===== src/rtl/controle_tentativas_if.sv =====
// controle_tentativas_if: comparator flags in, front-panel indicators out.
interface controle_tentativas_if;
    logic       confirmar;
    logic       igual;
    logic       ate3;
    logic       errada;
    logic       aberto;
    logic       dica;
    logic       erro;
    logic       bloqueado;
    logic [2:0] erros_cnt;
    logic [7:0] tempo_restante;
    modport master (
        output confirmar, igual, ate3, errada,
        input  aberto, dica, erro, bloqueado, erros_cnt, tempo_restante
    );
    modport slave (
        input  confirmar, igual, ate3, errada,
        output aberto, dica, erro, bloqueado, erros_cnt, tempo_restante
    );
endinterface


===== src/rtl/controle_tentativas.sv =====
// controle_tentativas: counts wrong attempts, opens the safe on success, locks out after MAX_ERROS failures.
module controle_tentativas #(
    parameter int MAX_ERROS  = 3,
    parameter int T_ABERTO   = 50,
    parameter int T_BLOQUEIO = 100
) (
    input logic clk,
    input logic reset,
    controle_tentativas_if.slave bus
);
    localparam logic [1:0] ESPERA    = 2'd0;
    localparam logic [1:0] ABERTO    = 2'd1;
    localparam logic [1:0] BLOQUEADO = 2'd2;
    localparam logic [7:0] LD_ABERTO = 8'(T_ABERTO - 1);
    localparam logic [7:0] LD_BLOQ   = 8'(T_BLOQUEIO - 1);
    localparam logic [2:0] CNT_MAX   = 3'(MAX_ERROS);

    logic [1:0] r_state, w_next_state;
    logic [7:0] r_timer, w_timer;
    logic [2:0] r_cnt, w_cnt;
    logic       r_aberto, w_aberto;
    logic       r_dica, w_dica;
    logic       r_erro, w_erro;
    logic       r_bloq, w_bloq;
    logic       r_conf_q;
    logic       w_evt, w_fim, w_lim;
    logic [2:0] w_cnt_inc;

    assign w_evt     = bus.confirmar && !r_conf_q;
    assign w_fim     = (r_timer == 8'd0);
    assign w_cnt_inc = r_cnt + 3'd1;
    assign w_lim     = (w_cnt_inc == CNT_MAX);

    // Edge register resets to 1 so a button held through reset release is not an event.
    always_ff @(posedge clk or posedge reset) begin
        if (reset) begin
            r_state  <= ESPERA;
            r_timer  <= 8'd0;
            r_cnt    <= 3'd0;
            r_aberto <= 1'b0;
            r_dica   <= 1'b0;
            r_erro   <= 1'b0;
            r_bloq   <= 1'b0;
            r_conf_q <= 1'b1;
        end else begin
            r_state  <= w_next_state;
            r_timer  <= w_timer;
            r_cnt    <= w_cnt;
            r_aberto <= w_aberto;
            r_dica   <= w_dica;
            r_erro   <= w_erro;
            r_bloq   <= w_bloq;
            r_conf_q <= bus.confirmar;
        end
    end

    always_comb begin
        w_next_state = ESPERA;
        case (r_state)
            ESPERA:    w_next_state = !w_evt ? ESPERA : bus.igual ? ABERTO : w_lim ? BLOQUEADO : ESPERA;
            ABERTO:    w_next_state = w_fim ? ESPERA : ABERTO;
            BLOQUEADO: w_next_state = w_fim ? ESPERA : BLOQUEADO;
            default:   w_next_state = ESPERA;
        endcase
    end

    always_comb begin
        w_timer  = r_timer;
        w_cnt    = r_cnt;
        w_aberto = r_aberto;
        w_dica   = r_dica;
        w_erro   = r_erro;
        w_bloq   = r_bloq;
        case (r_state)
            ESPERA: begin
                if (w_evt && bus.igual) begin
                    w_aberto = 1'b1;
                    w_timer  = LD_ABERTO;
                    w_cnt    = 3'd0;
                    w_erro   = 1'b0;
                    w_dica   = 1'b0;
                end else if (w_evt) begin
                    w_erro  = 1'b1;
                    w_dica  = bus.ate3;
                    w_cnt   = w_cnt_inc;
                    w_bloq  = w_lim;
                    w_timer = w_lim ? LD_BLOQ : r_timer;
                end
            end
            ABERTO: begin
                w_timer  = w_fim ? 8'd0 : r_timer - 8'd1;
                w_aberto = !w_fim;
            end
            BLOQUEADO: begin
                w_timer = w_fim ? 8'd0 : r_timer - 8'd1;
                w_bloq  = !w_fim;
                w_cnt   = w_fim ? 3'd0 : r_cnt;
                w_erro  = w_fim ? 1'b0 : r_erro;
                w_dica  = w_fim ? 1'b0 : r_dica;
            end
            default: begin
                w_timer  = 8'd0;
                w_cnt    = 3'd0;
                w_aberto = 1'b0;
                w_dica   = 1'b0;
                w_erro   = 1'b0;
                w_bloq   = 1'b0;
            end
        endcase
    end

    assign bus.aberto         = r_aberto;
    assign bus.dica           = r_dica;
    assign bus.erro           = r_erro;
    assign bus.bloqueado      = r_bloq;
    assign bus.erros_cnt      = r_cnt;
    assign bus.tempo_restante = r_timer;
endmodule


===== src/flat_wrapper.sv =====
// flat-port wrapper written by rule: the top's interface ports become plain ports
module controle_tentativas_flat 
#(
    parameter int MAX_ERROS  = 3,
    parameter int T_ABERTO   = 50,
    parameter int T_BLOQUEIO = 100
)
  (clk, reset, bus_confirmar, bus_igual, bus_ate3, bus_errada, bus_aberto, bus_dica, bus_erro, bus_bloqueado, bus_erros_cnt, bus_tempo_restante);
  controle_tentativas_if bus_i ();
  input logic clk;
  input logic reset;
  input wire logic [$bits(bus_i.confirmar)-1:0] bus_confirmar;
  input wire logic [$bits(bus_i.igual)-1:0] bus_igual;
  input wire logic [$bits(bus_i.ate3)-1:0] bus_ate3;
  input wire logic [$bits(bus_i.errada)-1:0] bus_errada;
  output wire logic [$bits(bus_i.aberto)-1:0] bus_aberto;
  output wire logic [$bits(bus_i.dica)-1:0] bus_dica;
  output wire logic [$bits(bus_i.erro)-1:0] bus_erro;
  output wire logic [$bits(bus_i.bloqueado)-1:0] bus_bloqueado;
  output wire logic [$bits(bus_i.erros_cnt)-1:0] bus_erros_cnt;
  output wire logic [$bits(bus_i.tempo_restante)-1:0] bus_tempo_restante;
  assign bus_i.confirmar = bus_confirmar;
  assign bus_i.igual = bus_igual;
  assign bus_i.ate3 = bus_ate3;
  assign bus_i.errada = bus_errada;
  assign bus_aberto = bus_i.aberto;
  assign bus_dica = bus_i.dica;
  assign bus_erro = bus_i.erro;
  assign bus_bloqueado = bus_i.bloqueado;
  assign bus_erros_cnt = bus_i.erros_cnt;
  assign bus_tempo_restante = bus_i.tempo_restante;
  controle_tentativas #(.MAX_ERROS(MAX_ERROS), .T_ABERTO(T_ABERTO), .T_BLOQUEIO(T_BLOQUEIO)) u_core (.clk(clk), .reset(reset), .bus(bus_i));
endmodule

===== config.mk =====
export PLATFORM = sky130hd
export DESIGN_NAME = controle_tentativas_flat
export DESIGN_NICKNAME = d
export VERILOG_FILES = /design/src/rtl/controle_tentativas_if.sv /design/src/rtl/controle_tentativas.sv /design/src/flat_wrapper.sv
export SDC_FILE = /design/constraint.sdc
export NUM_CORES = 1
export LEC_CHECK = 0
export ABC_CLOCK_PERIOD_IN_PS = 2240
export CORE_MARGIN = 8
export CORE_UTILIZATION = 50
export DETAILED_ROUTE_END_ITERATION = 10
export PLACE_DENSITY = 0.77
export SLEW_MARGIN = 30
export SYNTH_ARGS = -nofsm -noshare
export SYNTH_HDL_FRONTEND = slang
export SYNTH_SLANG_ARGS = --single-unit

===== constraint.sdc =====
create_clock -name clk -period 2.24 [get_ports clk]
set_clock_uncertainty 0.15 [all_clocks]
set_input_delay 0.56 -clock clk [delete_from_list [all_inputs] [get_ports clk]]
set_output_delay 0.56 -clock clk [all_outputs]
set_load 0.03 [all_outputs]

==> results.sh, run 1 <==
export IMPL_outcome="finished, final reports clean"
export IMPL_crit_arrival_ps=1490
export IMPL_port_buffer_count=19
export IMPL_leakagePower_nw=0.677
export IMPL_criticalPathCategory="flop to primary output"
export IMPL_die_area_um2=4030
export IMPL_hold_path_class="flop to flop"
export IMPL_antenna_left=0
export IMPL_synthTopCellsByArea="sky130_fd_sc_hd__dfrtp_1 38%, sky130_fd_sc_hd__ha_1 8.9%, sky130_fd_sc_hd__mux2_4 4.0%, sky130_fd_sc_hd__inv_1 3.7%, sky130_fd_sc_hd__o21ai_0 3.5%"
export IMPL_regToRegEndpoint="u_core.bus.tempo_restante[4]"
export IMPL_cts_repair_timing_setup_buffer_count=0
export IMPL_reg2regPathDepth=6
export IMPL_rrSetupSlack_ps=150
export IMPL_final_worst_path_period_need_ps=2200
export IMPL_die_w_um=63.5
export IMPL_final_hold_violation_count=0
export IMPL_async_flop_share_pct=100
export IMPL_synth_cells_most_frequent="17 x sky130_fd_sc_hd__dfrtp_1, 11 x sky130_fd_sc_hd__inv_1, 8 x sky130_fd_sc_hd__ha_1, 8 x sky130_fd_sc_hd__o21ai_0, 7 x sky130_fd_sc_hd__a21oi_1"
export IMPL_setup_violations_final=0
export IMPL_sequential_share_of_the_synthesized_area_pct=40.0
export IMPL_pwr_density_cell_nw_per_um2=1510
export IMPL_worstPathRequired_ps=1530
export IMPL_postSynthAreaPerCell_um2=9.99
export IMPL_clock_path_buffers=2
export IMPL_critical_path_max_stage_delay_ps=690
export IMPL_timing_critical_path_fanout_max=7
export IMPL_drive_gt1_share_pct=14.3
export IMPL_synth_cell_types=41
export IMPL_avgViaCountPerCell=5.73
export IMPL_place_detailed_hpwl_um=1940
export IMPL_drc=0
export IMPL_drt_wl_total_um=2550
export IMPL_end_kind="primary output"
export IMPL_cts_htree_levels=1
export IMPL_grt_max_degree=19
export IMPL_clock_pin_slew_worst_setup_and_hold_paths_ps=90
export IMPL_insertion_delay_ps=300
export IMPL_n_fill_cell=186
export IMPL_first_pass_iters=4
export IMPL_critical_path_startpoint_type="flop"
export IMPL_wire_length_of_the_first_global_routing_pass_um=4280
export IMPL_synth_cells=113
export IMPL_mappedNetlistNets=127
export IMPL_initial_core_util_pct=52.0
export IMPL_areaGrowthSynthToFinish_pct=26.4
export IMPL_die_height_um=63.5
export IMPL_synthDominantAreaCellType="sky130_fd_sc_hd__dfrtp_1"
export IMPL_via_count=962
export IMPL_slew_viol_final=0
export IMPL_grt_antenna_before_repair=0
export IMPL_fin_cells=168
export IMPL_crit_path_max_delay_cell_type="sky130_fd_sc_hd__clkdlybuf4s50_1"
export IMPL_insertedDiodeCount=0
export IMPL_final_weighted_congestion_in_routability_driven_placement=0.856
export IMPL_clk_root_buffer_cell="sky130_fd_sc_hd__clkbuf_4"
export IMPL_timing_hold_worst_start="u_core.bus.erro"
export IMPL_rsz_0062_raised_after_global_routing="false"
export IMPL_synth_edf_count=0
export IMPL_global_route_usage_total_pct=12.9
export IMPL_fin_crit_sh_pct=98.4
export IMPL_holdPathStages=1
export IMPL_worst_pin_slew_ps=337
export IMPL_worstPathCellList="buf_4 -> clkdlybuf4s50_1"
export IMPL_cts_sink_count=18
export IMPL_max_cap_viol_count=0
export IMPL_worst_r2r_src="u_core.bus.tempo_restante[1]"
export IMPL_vias_in_the_first_global_route=916
export IMPL_clock_fmax_mhz=454
export IMPL_number_of_resized_instances_in_the_post_cts_repair_step=0
export IMPL_cts_hold_buf=0
export IMPL_hold_path_endpoint="u_core.bus.erro"
export IMPL_ys_seq_elements=18
export IMPL_cts_tree="yes"
export IMPL_synthesis_yosys_warnings=0
export IMPL_cts_buffers=3
export IMPL_drtIter0Drc=46
export IMPL_max_slew_margin_pct=77.5
export IMPL_floorplan_io_pins=21
export IMPL_num_nets_final=155
export IMPL_synth_top_flop_cell="sky130_fd_sc_hd__dfrtp_1"
export IMPL_post_synth_instance_area_um2=1130
export IMPL_overflow=0
export IMPL_wl_per_cell_um=15.2
export IMPL_multiInputGateArea_um2=627
export IMPL_totalNegativeSetupSlack_ps=0
export IMPL_sequential_cell_area_um2=452
export IMPL_floorplan_rows=17
export IMPL_synth_most_common_cell="sky130_fd_sc_hd__dfrtp_1"
export IMPL_dp_cells=164
export IMPL_synthDominantCellAreaShare_pct=37.7
export IMPL_ir_worst_vdd_uv=1100
export IMPL_placeableCoreArea_um2=2170
==> report_power, final <==
group	internal, mW	switching, mW	total (mW)
combinational	0.636	0.771	1.41
sequential	0.457	0.130	0.587
clock	0.0695	0.0960	0.166
==> layout by cell type, fill, tap and decap left out, types with 3 or more instances in the layout <==
cell type | netlist | final
sky130_fd_sc_hd__nor2_1 | 4 | 4
sky130_fd_sc_hd__clkbuf_4 | 0 | 3
sky130_fd_sc_hd__mux2_4 | 3 | 3
sky130_fd_sc_hd__o21ai_1 | 3 | 3
sky130_fd_sc_hd__o21ai_0 | 8 | 8
sky130_fd_sc_hd__dfrtp_1 | 17 | 17
sky130_fd_sc_hd__dlymetal6s2s_1 | 0 | 4
sky130_fd_sc_hd__buf_4 | 0 | 6
sky130_fd_sc_hd__a21oi_1 | 7 | 7
sky130_fd_sc_hd__ha_1 | 8 | 8
sky130_fd_sc_hd__nand2_1 | 4 | 4
sky130_fd_sc_hd__nor2b_1 | 5 | 5
sky130_fd_sc_hd__clkdlybuf4s50_1 | 0 | 15
sky130_fd_sc_hd__nand2b_1 | 3 | 3
sky130_fd_sc_hd__a22o_1 | 4 | 4
sky130_fd_sc_hd__inv_1 | 11 | 11
==> stage by stage <==
step                      cell area [um2]  hold slack [ps]  total power, mW  utilization (%)  worst slack (ps)
after global placement               1390              345             1.96             64.1              94.5
after floorplan                      1130              348             1.52                -              79.2
after detailed placement             1390              347             2.00             64.1              81.5
after CTS                            1420              381             2.18             65.3              19.8
final                                1430              380             2.16             65.7              35.7
after global routing                 1430              398             2.32             65.7             0.202
==> cells by family after synthesis <==
group	share of synthesized area, %
compound gates	23.2
simple gates	17.8
flops	40.0
buf+inv	4.43
fa+ha+maj	8.87
mux	4.88
xor+xnor	0.776
==> state kept, by name (all words and copies together) (netlist names) <==
register,cells
u_core.bus.erros_cnt,3
u_core.r_state,2
u_core.bus.bloqueado,1
u_core.bus.erro,1
u_core.bus.tempo_restante,8
u_core.r_conf_q,1
u_core.bus.aberto,1
u_core.bus.dica,1
==> per-layer routing <==
layer | up-vias | global-route usage [%] | wire (um)
met1 | 470 | 15.4 | 1160
met4 | 0 | 3.34 | 31
met3 | 5 | 4.95 | 130
li1 | 467 | - | -
met2 | 20 | 21.2 | 1230
met5 | - | 0 | 0
==> final cells by class <==
type	count	share of cell area [%]
clock buffer	4	1.84
inverter	11	2.89
multi-input combinational	82	43.9
sequential	18	31.7
tap	28	2.46
timing repair buffer	25	17.2
==> worst max path at each step <==
stage	from	to	cells past startpoint
floorplan	u_core.bus.tempo_restante[0]	u_core.bus.erro	6
global placement	bus_confirmar	u_core.bus.erro	5
finish	u_core.bus.tempo_restante[1]	bus_tempo_restante[1]	2
global route	u_core.bus.tempo_restante[0]	bus_tempo_restante[0]	2
detailed placement	bus_confirmar	u_core.bus.tempo_restante[4]	6
CTS	u_core.bus.tempo_restante[5]	bus_tempo_restante[5]	1
==> worst max-delay path, delay by kind of cell, from the launching register on <==
family	cells	cell delay, ps
flip-flops	1	350
buffers and inverters	2	840
Note: power is estimated with default switching activity, not from simulation.
==> inputs of run 2 (changes only) <==
--- a/config.mk
+++ b/config.mk
@@ -6,8 +6,10 @@
 export NUM_CORES = 1
 export LEC_CHECK = 0
 export ABC_CLOCK_PERIOD_IN_PS = 2240
+export CAP_MARGIN = 20
 export CORE_MARGIN = 8
 export CORE_UTILIZATION = 50
+export CTS_CLUSTER_SIZE = 25
 export DETAILED_ROUTE_END_ITERATION = 10
 export PLACE_DENSITY = 0.77
 export SLEW_MARGIN = 30
==> results of run 2 <==
Final layout, timing and power as in run 1 (identical DEF).
==> inputs of run 3 (changes only) <==
--- a/config.mk
+++ b/config.mk
@@ -5,13 +5,13 @@
 export SDC_FILE = /design/constraint.sdc
 export NUM_CORES = 1
 export LEC_CHECK = 0
-export ABC_CLOCK_PERIOD_IN_PS = 2240
+export ABC_CLOCK_PERIOD_IN_PS = 1950
 export CAP_MARGIN = 20
 export CORE_MARGIN = 8
-export CORE_UTILIZATION = 50
+export CORE_UTILIZATION = 46
 export CTS_CLUSTER_SIZE = 25
 export DETAILED_ROUTE_END_ITERATION = 10
-export PLACE_DENSITY = 0.77
+export PLACE_DENSITY = 0.75
 export SLEW_MARGIN = 30
 export SYNTH_ARGS = -nofsm -noshare
 export SYNTH_HDL_FRONTEND = slang
==> constraint.sdc (replaced) <==
create_clock -name clk -period 1.95 [get_ports clk]
set_clock_uncertainty 0.15 [all_clocks]
set_input_delay 0.4875 -clock clk [delete_from_list [all_inputs] [get_ports clk]]
set_output_delay 0.4875 -clock clk [all_outputs]
set_load 0.03 [all_outputs]
==> results.sh, run 3 (synthesis results as in run 1) <==
export IMPL_cts_sink_count=18
export IMPL_drtIter0Drc=38
export IMPL_vias_in_the_first_global_route=1078
export IMPL_final_weighted_congestion_in_routability_driven_placement=0.859
export IMPL_rsz_0062_raised_after_global_routing="true"
export IMPL_final_worst_path_period_need_ps=2040
export IMPL_timing_critical_path_fanout_max=3
export IMPL_worstPathRequired_ps=2020
export IMPL_ir_worst_vdd_uv=1150
export IMPL_port_buffer_count=19
export IMPL_dp_cells=182
export IMPL_fin_cells=189
export IMPL_insertion_delay_ps=310
export IMPL_cts_hold_buf=0
export IMPL_worst_pin_slew_ps=318
export IMPL_antenna_left=0
export IMPL_final_common_cell="sky130_fd_sc_hd__buf_4"
export IMPL_placeableCoreArea_um2=2410
export IMPL_cts_tree="yes"
export IMPL_first_pass_iters=4
export IMPL_clock_fmax_mhz=489
export IMPL_power_total_mw=2.93
export IMPL_slew_viol_final=0
export IMPL_fin_crit_sh_pct=105
export IMPL_via_count=1056
export IMPL_wl_per_cell_um=15.9
export IMPL_initial_core_util_pct=46.8
export IMPL_num_nets_final=174
export IMPL_die_height_um=65.5
export IMPL_die_area_um2=4290
export IMPL_die_w_um=65.5
export IMPL_drc=0
export IMPL_criticalPathCategory="flop to flop"
export IMPL_final_hold_violation_count=0
export IMPL_n_fill_cell=195
export IMPL_finalWorstSetupSlack_ps=-94.1
export IMPL_hold_path_class="primary input to async pin"
export IMPL_multiInputGateArea_um2=708
export IMPL_floorplan_io_pins=21
export IMPL_clock_path_buffers=2
export IMPL_sequential_cell_area_um2=454
export IMPL_place_detailed_hpwl_um=2200
export IMPL_end_kind="flop"
export IMPL_setup_violations_final=9
export IMPL_areaGrowthSynthToFinish_pct=45.3
export IMPL_overflow=0
export IMPL_insertedDiodeCount=0
export IMPL_leakagePower_nw=0.782
export IMPL_max_slew_margin_pct=78.9
export IMPL_clk_root_buffer_cell="sky130_fd_sc_hd__clkbuf_4"
export IMPL_outcome="finished with violations"
export IMPL_cts_buffers=3
export IMPL_mostFrequentLayoutCells="23 x sky130_fd_sc_hd__buf_4, 15 x sky130_fd_sc_hd__dfrtp_1, 14 x sky130_fd_sc_hd__dlygate4sd2_1, 9 x sky130_fd_sc_hd__inv_1, 7 x sky130_fd_sc_hd__a21oi_1"
export IMPL_crit_arrival_ps=2110
export IMPL_drive_gt1_share_pct=35.2
export IMPL_global_route_usage_total_pct=14.6
export IMPL_clock_pin_slew_worst_setup_and_hold_paths_ps=110
export IMPL_largest_reg_flops=8
export IMPL_violations="setup timing"
export IMPL_avgViaCountPerCell=5.59
export IMPL_floorplan_rows=18
export IMPL_cts_htree_levels=1
export IMPL_drt_wl_total_um=3010
export IMPL_max_cap_viol_count=0
export IMPL_wire_length_of_the_first_global_routing_pass_um=5010
export IMPL_critical_path_startpoint_type="flop"
export IMPL_pwr_density_cell_nw_per_um2=1790
export IMPL_grt_antenna_before_repair=0
export IMPL_grt_max_degree=19
[run 3: critical path: stages (launching register included)]
cell                       delay, ps
sky130_fd_sc_hd__dfrtp_2         430
sky130_fd_sc_hd__inv_2            80
sky130_fd_sc_hd__buf_4           120
sky130_fd_sc_hd__ha_4            120
sky130_fd_sc_hd__or4b_4          490
sky130_fd_sc_hd__nor4b_4         250
sky130_fd_sc_hd__o21ai_2          80
sky130_fd_sc_hd__a221oi_2        240
[run 3: final cells by class]
type	instances	area share (%)
repair buffers	44	22.1
multi-input cells	82	43.2
inverters	11	2.52
flip-flops and latches	18	27.7
well taps	30	2.29
clock buffers	4	2.21
[run 3: stage by stage]
step	TNS (ps)	utilization, %	cell area (um2)	setup slack (ps)	hold slack [ps]
2_1_floorplan	-626	-	1160	-96.0	275
3_3_place_gp	-1120	64.2	1550	-131	346
3_5_place_dp	-1220	64.2	1550	-145	346
4_1_cts	-379	65.7	1580	-96.0	351
5_1_grt	-1010	68.1	1640	-164	379
6_report	-526	68.1	1640	-94.1	334
[run 3: layer usage]
| layer | global-route usage [%] | share of wire (%) | vias to the layer above |
|---|---|---|---|
| met5 | 0 | 0 | - |
| met4 | 3.81 | 0.66 | 0 |
| met3 | 4.42 | 5.5 | 2 |
| met2 | 24.2 | 51 | 25 |
| met1 | 17.9 | 43 | 517 |
| li1 | - | - | 512 |
[run 3: final timing paths]
check | end | from | cells after the start | slack (ps)
min in group clk | u_core.bus.erro | u_core.bus.erro | 1 | 370
hold / removal | u_core.bus.erros_cnt[0] | reset | 3 | 330
setup reg to reg | u_core.bus.tempo_restante[6] | u_core.bus.tempo_restante[0] | 7 | -90
max in group asynchronous | u_core.r_conf_q | reset | 3 | 1060
setup / recovery | u_core.bus.tempo_restante[6] | u_core.bus.tempo_restante[0] | 7 | -90
hold reg to reg | u_core.bus.erro | u_core.bus.erro | 1 | 370
[run 3: repair_timing]
item,CTS,global route
setup buffers,1,2
pin swaps,5,4
resized for setup,21,12
setup endpoints to repair,24,11
[run 3: where the power goes]
group / switching [mW] / internal [mW]
clock: 0.129 / 0.114
combinational: 1.11 / 0.944
sequential: 0.107 / 0.529
